$ cat config.mk
export PLATFORM = sky130hd
export DESIGN_NAME = pet2001screen_uart_flat
export DESIGN_NICKNAME = d
export VERILOG_FILES = /design/src/rtl/pet2001screen_uart_pkg.sv /design/src/rtl/pet2001screen_uart_if.sv /design/src/rtl/uart_tx_core.sv /design/src/rtl/pet2001screen_uart.sv /design/src/flat_wrapper.sv
export SDC_FILE = /design/constraint.sdc
export NUM_CORES = 1
export LEC_CHECK = 0
export ABC_AREA = 1
export CAP_MARGIN = 20
export CORE_MARGIN = 4
export CORE_UTILIZATION = 60
export DETAILED_ROUTE_END_ITERATION = 7
export PLACE_DENSITY = 0.8
export SETUP_SLACK_MARGIN = 0.1
export SLEW_MARGIN = 20
export SYNTH_ARGS = -nofsm -noshare
export SYNTH_HDL_FRONTEND = slang
export SYNTH_SLANG_ARGS = --single-unit
$ cat constraint.sdc
create_clock -name clk -period 3.4 [get_ports clk]
set_input_delay 0.34 -clock clk [delete_from_list [all_inputs] [get_ports clk]]
set_output_delay 0.34 -clock clk [all_outputs]
set_load 0.01 [all_outputs]
$ cat src/rtl/pet2001screen_uart_pkg.sv
// rtl/pet2001screen_uart_pkg.sv - shared constants, front-end states and screen-code translation
package pet2001screen_uart_pkg;

    localparam logic [7:0] ASCII_CR    = 8'h0D;
    localparam logic [7:0] ASCII_LF    = 8'h0A;
    localparam logic [7:0] GFX_SUB     = 8'h23;
    localparam int         SCREEN_ROWS = 25;

    typedef enum logic [1:0] {
        IDLE    = 2'd0,
        PUSH_CR = 2'd1,
        PUSH_LF = 2'd2,
        PUSH_CH = 2'd3
    } fe_state_t;

    // Reverse-field bit is dropped; graphics codes collapse to a single substitute.
    function automatic logic [7:0] screen_to_ascii(input logic [7:0] code);
        logic [7:0] c;
        c = {1'b0, code[6:0]};
        if (c < 8'h20)
            return c + 8'h40;
        else if (c < 8'h40)
            return c;
        else
            return GFX_SUB;
    endfunction

endpackage

$ cat src/rtl/pet2001screen_uart_if.sv
// rtl/pet2001screen_uart_if.sv - video RAM write snoop bus
interface pet2001screen_uart_if;
    logic       vid_we;
    logic [9:0] vid_addr;
    logic [7:0] vid_data;

    modport master (output vid_we, vid_addr, vid_data);
    modport slave  (input  vid_we, vid_addr, vid_data);
endinterface

$ cat src/rtl/uart_tx_core.sv
// rtl/uart_tx_core.sv - 8N1 transmitter: bit timer and shifter
module uart_tx_core #(
    parameter int CLK_DIVIDER = 5208
) (
    input  logic       clk,
    input  logic       reset,
    input  logic [7:0] data,
    input  logic       start,
    output logic       ready,
    output logic       busy,
    output logic       serial_out
);

    localparam int DW = (CLK_DIVIDER > 1) ? $clog2(CLK_DIVIDER) : 1;

    logic [DW-1:0] div_cnt;
    logic [3:0]    bit_cnt;
    logic [8:0]    shreg;
    logic          bit_end;
    logic          last;

    assign bit_end = (div_cnt == DW'(CLK_DIVIDER - 1));
    assign last    = busy && bit_end && (bit_cnt == 4'd9);
    // Accepting a byte in the final stop-bit cycle makes frames abut with no idle gap.
    assign ready   = !busy || last;

    // Frame sequencer: start bit on load, then data LSB first, then stop bit.
    always_ff @(posedge clk or posedge reset) begin
        if (reset) begin
            busy       <= 1'b0;
            serial_out <= 1'b1;
            div_cnt    <= '0;
            bit_cnt    <= '0;
            shreg      <= 9'h1FF;
        end else if (start && ready) begin
            shreg      <= {1'b1, data};
            serial_out <= 1'b0;
            busy       <= 1'b1;
            div_cnt    <= '0;
            bit_cnt    <= '0;
        end else if (busy) begin
            if (bit_end) begin
                div_cnt <= '0;
                if (bit_cnt == 4'd9) begin
                    busy       <= 1'b0;
                    serial_out <= 1'b1;
                end else begin
                    bit_cnt    <= bit_cnt + 4'd1;
                    serial_out <= shreg[0];
                    shreg      <= {1'b1, shreg[8:1]};
                end
            end else begin
                div_cnt <= div_cnt + 1'b1;
            end
        end
    end

endmodule

$ cat src/rtl/pet2001screen_uart.sv
// rtl/pet2001screen_uart.sv - screen-write snooper to serial ASCII transcript (option: PETTX_FLOW_CTRL_EN)
module pet2001screen_uart
    import pet2001screen_uart_pkg::*;
#(
    parameter int CLK_DIVIDER = 5208,
    parameter int FIFO_DEPTH  = 16,
    parameter int COLS        = 40
) (
    input  logic                   clk,
    input  logic                   reset,
    pet2001screen_uart_if.slave    vid,
    input  logic                   enable,
    input  logic                   ovf_clr,
`ifdef PETTX_FLOW_CTRL_EN
    input  logic                   cts_n,
`endif
    output logic                   serial_out,
    output logic                   tx_busy,
    output logic                   fifo_empty,
    output logic                   overflow
);

    localparam int               AW        = $clog2(FIFO_DEPTH);
    localparam logic [10:0]      NUM_CELLS = 11'(COLS * SCREEN_ROWS);
    localparam logic [AW:0]      DEPTH_V   = (AW + 1)'(FIFO_DEPTH);

    fe_state_t    state, state_n;
    logic [4:0]   last_row;
    logic [7:0]   char_q;
    logic [4:0]   row;
    logic         new_row;
    logic [AW:0]  need;
    logic [AW:0]  free_cnt;
    logic         snoop, accept, drop;
    logic         push;
    logic [7:0]   push_data;
    logic         pop;
    logic         tx_ready;
    logic         tx_allow;

    logic [7:0]   mem [FIFO_DEPTH];
    logic [AW-1:0] wr_ptr, rd_ptr;
    logic [AW:0]  count;

    assign row      = 5'(vid.vid_addr / 10'(COLS));
    assign new_row  = (row != last_row);
    assign need     = new_row ? (AW + 1)'(3) : (AW + 1)'(1);
    assign free_cnt = DEPTH_V - count;
    // Off-screen writes (e.g. beyond the 25th row) are not characters and never count as drops.
    assign snoop    = vid.vid_we && enable && ({1'b0, vid.vid_addr} < NUM_CELLS);
    // Room for the whole CR/LF/char group is reserved up front so pushes can never hit a full FIFO.
    assign accept   = snoop && (state == IDLE) && (free_cnt >= need);
    assign drop     = snoop && !accept;

`ifdef PETTX_FLOW_CTRL_EN
    assign tx_allow = !cts_n;
`else
    assign tx_allow = 1'b1;
`endif

    assign fifo_empty = (count == '0);
    assign pop        = tx_ready && !fifo_empty && tx_allow;

    // Front-end next state: each push state emits exactly one byte.
    always_comb begin
        state_n   = state;
        push      = 1'b0;
        push_data = 8'h00;
        case (state)
            IDLE: begin
                if (accept)
                    state_n = new_row ? PUSH_CR : PUSH_CH;
            end
            PUSH_CR: begin
                push      = 1'b1;
                push_data = ASCII_CR;
                state_n   = PUSH_LF;
            end
            PUSH_LF: begin
                push      = 1'b1;
                push_data = ASCII_LF;
                state_n   = PUSH_CH;
            end
            PUSH_CH: begin
                push      = 1'b1;
                push_data = char_q;
                state_n   = IDLE;
            end
            default: state_n = IDLE;
        endcase
    end

    // Front-end state, latched character and row tracking.
    always_ff @(posedge clk or posedge reset) begin
        if (reset) begin
            state    <= IDLE;
            char_q   <= 8'h00;
            last_row <= 5'h1F;
        end else begin
            state <= state_n;
            if (accept) begin
                char_q   <= screen_to_ascii(vid.vid_data);
                last_row <= row;
            end
        end
    end

    // FIFO pointers and occupancy; simultaneous push and pop leave the count unchanged.
    always_ff @(posedge clk or posedge reset) begin
        if (reset) begin
            wr_ptr <= '0;
            rd_ptr <= '0;
            count  <= '0;
        end else begin
            if (push)
                wr_ptr <= wr_ptr + 1'b1;
            if (pop)
                rd_ptr <= rd_ptr + 1'b1;
            case ({push, pop})
                2'b10:   count <= count + 1'b1;
                2'b01:   count <= count - 1'b1;
                default: count <= count;
            endcase
        end
    end

    // FIFO storage; contents need no reset because the pointers define validity.
    always_ff @(posedge clk) begin
        if (push)
            mem[wr_ptr] <= push_data;
    end

    // Sticky overflow; a drop in the same cycle as a clear keeps the flag set.
    always_ff @(posedge clk or posedge reset) begin
        if (reset)
            overflow <= 1'b0;
        else if (drop)
            overflow <= 1'b1;
        else if (ovf_clr)
            overflow <= 1'b0;
    end

    uart_tx_core #(
        .CLK_DIVIDER (CLK_DIVIDER)
    ) u_tx (
        .clk        (clk),
        .reset      (reset),
        .data       (mem[rd_ptr]),
        .start      (pop),
        .ready      (tx_ready),
        .busy       (tx_busy),
        .serial_out (serial_out)
    );

endmodule

$ cat src/flat_wrapper.sv
// flat-port wrapper written by rule: the top's interface ports become plain ports
module pet2001screen_uart_flat import pet2001screen_uart_pkg::*;
#(
    parameter int CLK_DIVIDER = 5208,
    parameter int FIFO_DEPTH  = 16,
    parameter int COLS        = 40
)
  (clk, reset, enable, ovf_clr, serial_out, tx_busy, fifo_empty, overflow, vid_vid_we, vid_vid_addr, vid_vid_data);
  pet2001screen_uart_if vid_i ();
  input  logic clk;
  input  logic reset;
  input  logic enable;
  input  logic ovf_clr;
  output logic serial_out;
  output logic tx_busy;
  output logic fifo_empty;
  output logic overflow;
  input wire logic [$bits(vid_i.vid_we)-1:0] vid_vid_we;
  input wire logic [$bits(vid_i.vid_addr)-1:0] vid_vid_addr;
  input wire logic [$bits(vid_i.vid_data)-1:0] vid_vid_data;
  assign vid_i.vid_we = vid_vid_we;
  assign vid_i.vid_addr = vid_vid_addr;
  assign vid_i.vid_data = vid_vid_data;
  pet2001screen_uart #(.CLK_DIVIDER(CLK_DIVIDER), .FIFO_DEPTH(FIFO_DEPTH), .COLS(COLS)) u_core (.clk(clk), .reset(reset), .vid(vid_i), .enable(enable), .ovf_clr(ovf_clr), .serial_out(serial_out), .tx_busy(tx_busy), .fifo_empty(fifo_empty), .overflow(overflow));
endmodule
==> flow_metrics.py <==
metrics = {
    "outcome": {
        "status": "completed",
    },
    "worst_hold_path": {
        "min_path_type": "in2async",
    },
    "setup_path": {
        "crit_required_ps": 3750,
        "cp_max_fo": 5,
        "cpMaxStageDelayCell": "clkdlybuf4s50_1",
        "worstSetupPathType": "in2reg",
        "cp_slowest_stage_delay_ps": 500,
        "start_kind": "input pin",
        "worstPathArrival_ps": 3460,
        "crit_top_cell": "nand2_4",
        "end_kind": "flop",
    },
    "grt": {
        "grt_max_degree": 68,
        "grt_pass1_wl_um": 29000,
        "antenna_found_initial": 0,
        "track_usage": 0.231,
        "gr-total-overflow": 0,
        "grt_pass1_vias": 5907,
    },
    "layout": {
        "layout_commonest_cell": "edfxtp_1",
        "syn2layout_area_growth_pct": 13.6,
        "n_antenna_cell": 0,
        "final_cell_mix": "128 x edfxtp_1, 113 x nor2_1, 81 x nand2_1, 81 x o21ai_0, 62 x inv_1",
        "drive_above_1_share": 0.153,
        "fin_cells": 1024,
        "fin_nets": 878,
        "final_core_util": 0.710,
        "fill_cells": 926,
    },
    "clock_tree": {
        "clk_pin_slew_ps": 70,
        "cts_tree": "built",
        "cts_buffers": 17,
        "post_cts_resized": 0,
        "htreeDepth": 4,
        "postCtsHoldBufs": 0,
        "clk_latency_ps": 440,
        "cts_num_sinks": 184,
        "cts_root_buf": "clkbuf_16",
        "cts_setup_buffers": 0,
        "cts_buffer_depth": 2,
    },
    "power_and_ir_drop": {
        "pwr-share-comb": 0.215,
        "switchingPower_mw": 1.95,
        "seqPwrFrac": 0.495,
        "pwr_density_cell_mw_per_mm2": 674,
        "p_sw_frac": 0.304,
        "p_int_mw": 4.48,
        "ir_drop_mv": 0.431,
        "power_leakage_nw": 3.79,
        "clkPwrFrac": 0.289,
    },
    "floorplanning": {
        "initial_core_util": 0.624,
        "die_height_um": 126,
        "design.die.area_mm2": 0.0160,
        "die-width_um": 126,
        "pin_count": 27,
        "core_area_mm2": 0.0135,
        "rows": 42,
    },
    "sta": {
        "maxSlewHeadroom": 0.422,
        "drv_slew": 0,
        "fin_crit_ps": 3110,
        "finalClockSkew_ps": 13.5,
        "rsz0062_at_grt": "false",
        "max_freq_mhz": 321,
        "hold_violations": 0,
        "worst_slew_pin_slew_ps": 865,
        "fin_crit_sh": 0.915,
        "setup_viol": 0,
        "hold_ws_ps": 370,
        "tns_ps": 0,
    },
    "flow_run": {
        "maxCapViolCount": 0,
    },
    "drt": {
        "drc": 0,
        "vias": 6016,
        "drt_pass1_iterations": 6,
        "wl_per_cell_um": 17.5,
        "antenna_left": 0,
        "drt-total-wl_um": 17900,
        "vias_per_cell": 5.88,
        "drt_iter0_drc": 757,
    },
    "logic_synthesis": {
        "synth-seq-area-share": 0.627,
        "synth_edf_count": 128,
        "synth_cell_types": 45,
        "synth_area_mm2": 0.00840,
        "synth.top_cell.area_share": 0.458,
        "ys_seq_elements": 184,
        "synth_cells": 789,
        "yosys.area.top_type": "edfxtp_1",
        "yosysWarnings": 0,
        "syn_avg_cell_area_um2": 10.6,
        "async_flop_share": 0.304,
        "syn-num-nets": 832,
        "yosys-top-cells-area": "edfxtp_1 46%, dfrtp_1 13%, nor2_1 5.0%, o21ai_0 4.8%, dfstp_2 4.4%",
        "ys.flop_type": "edfxtp_1",
    },
    "place": {
        "hpwl_um": 11700,
        "gp_congestion": 0.847,
        "dp.cells": 992,
        "io_buffers": 22,
    },
}
synth_stat cells (all sizes together) (7+ instances only):
library cell	count
edfxtp	128
nand3	30
clkbuf	24
o221ai	14
xor2	11
nor3	7
dfrtp	42
ha	19
o22ai	16
o21ai	120
a21oi	20
inv	84
nor2	119
dfstp	14
nand2	97
nand4	10
path summary, 6_finish.rpt:
check / slack [ps] / startpoint / cells past startpoint / end
hold / removal: 370 / reset / 2 / u_core.count[3]
setup reg to reg: 530 / u_core.u_tx.div_cnt[0] / 18 / u_core.count[4]
hold reg to reg: 490 / u_core.count[4] / 1 / u_core.count[4]
setup / recovery: 290 / vid_vid_addr[7] / 26 / u_core.char_q[0]
min in group clk: 410 / vid_vid_addr[9] / 3 / u_core.last_row[4]
max in group asynchronous: 2310 / reset / 3 / u_core.u_tx.shreg[2]
flip-flops by register name, indices dropped and copies added, names as in the netlist, 4 cells and up:
name                 count
u_core.mem             128
u_core.u_tx.div_cnt     13
u_core.char_q            8
u_core.u_tx.shreg        8
u_core.count             5
u_core.last_row          5
u_core.rd_ptr            4
u_core.u_tx.bit_cnt      4
u_core.wr_ptr            4
worst max-delay path: cells and delay by family:
family	cells	cell delay, ps
AND/OR/NAND/NOR	17	1270
adder cells (fa/ha/maj)	1	280
AO/OA/AOI/OAI	3	780
buffers and inverters	5	790
metrics by stage:
stage | cell area [um2] | power [mW] | worst slack (ps)
5_1_grt | 9550 | 6.76 | 98.9
6_report | 9550 | 6.44 | 288
3_5_place_dp | 8970 | 4.60 | -337
4_1_cts | 9520 | 6.44 | 117
3_3_place_gp | 8970 | 4.49 | -166
2_1_floorplan | 8400 | 4.07 | 415
kinds of logic (layout without fill, tap and decap cells):
| family | after synthesis | in the layout | synth area share |
|---|---|---|---|
| adder cells (fa/ha/maj) | 20 | 20 | 0.0307 |
| AND/OR/NAND/NOR | 268 | 268 | 0.145 |
| AO/OA/AOI/OAI | 188 | 188 | 0.128 |
| buffers and inverters | 113 | 172 | 0.0527 |
| flip-flops | 184 | 184 | 0.627 |
| XOR/XNOR | 16 | 16 | 0.0167 |
area by class of cell:
| cell class | count | area (um2) | area share |
|---|---|---|---|
| flip-flops and latches | 184 | 5260 | 0.551 |
| clock inverters | 14 | 124 | 0.0130 |
| well taps | 176 | 220 | 0.0231 |
| clock buffers | 18 | 429 | 0.0450 |
| repair buffers | 53 | 458 | 0.0480 |
| multi-input cells | 492 | 2710 | 0.284 |
| inverters | 87 | 342 | 0.0358 |
routing by layer:
metal  GRT usage  vias to the layer above  wire length (um)
met5           0                        -                 0
met4      0.0902                        0               459
met3      0.0517                       40              1360
met2       0.390                      267              9120
met1       0.292                     2865              7000
li1            -                     2844                 -
power groups by stage:
stage | combinational [mW] | clock (mW) | sequential (mW)
floorplan | 0.889 | 0 | 3.18
global placement | 1.28 | 0 | 3.20
detailed placement | 1.37 | 0 | 3.23
CTS | 1.38 | 1.87 | 3.19
global route | 1.55 | 1.99 | 3.22
finish | 1.39 | 1.86 | 3.19
No activity file was read; power rests on OpenSTA's default activity.
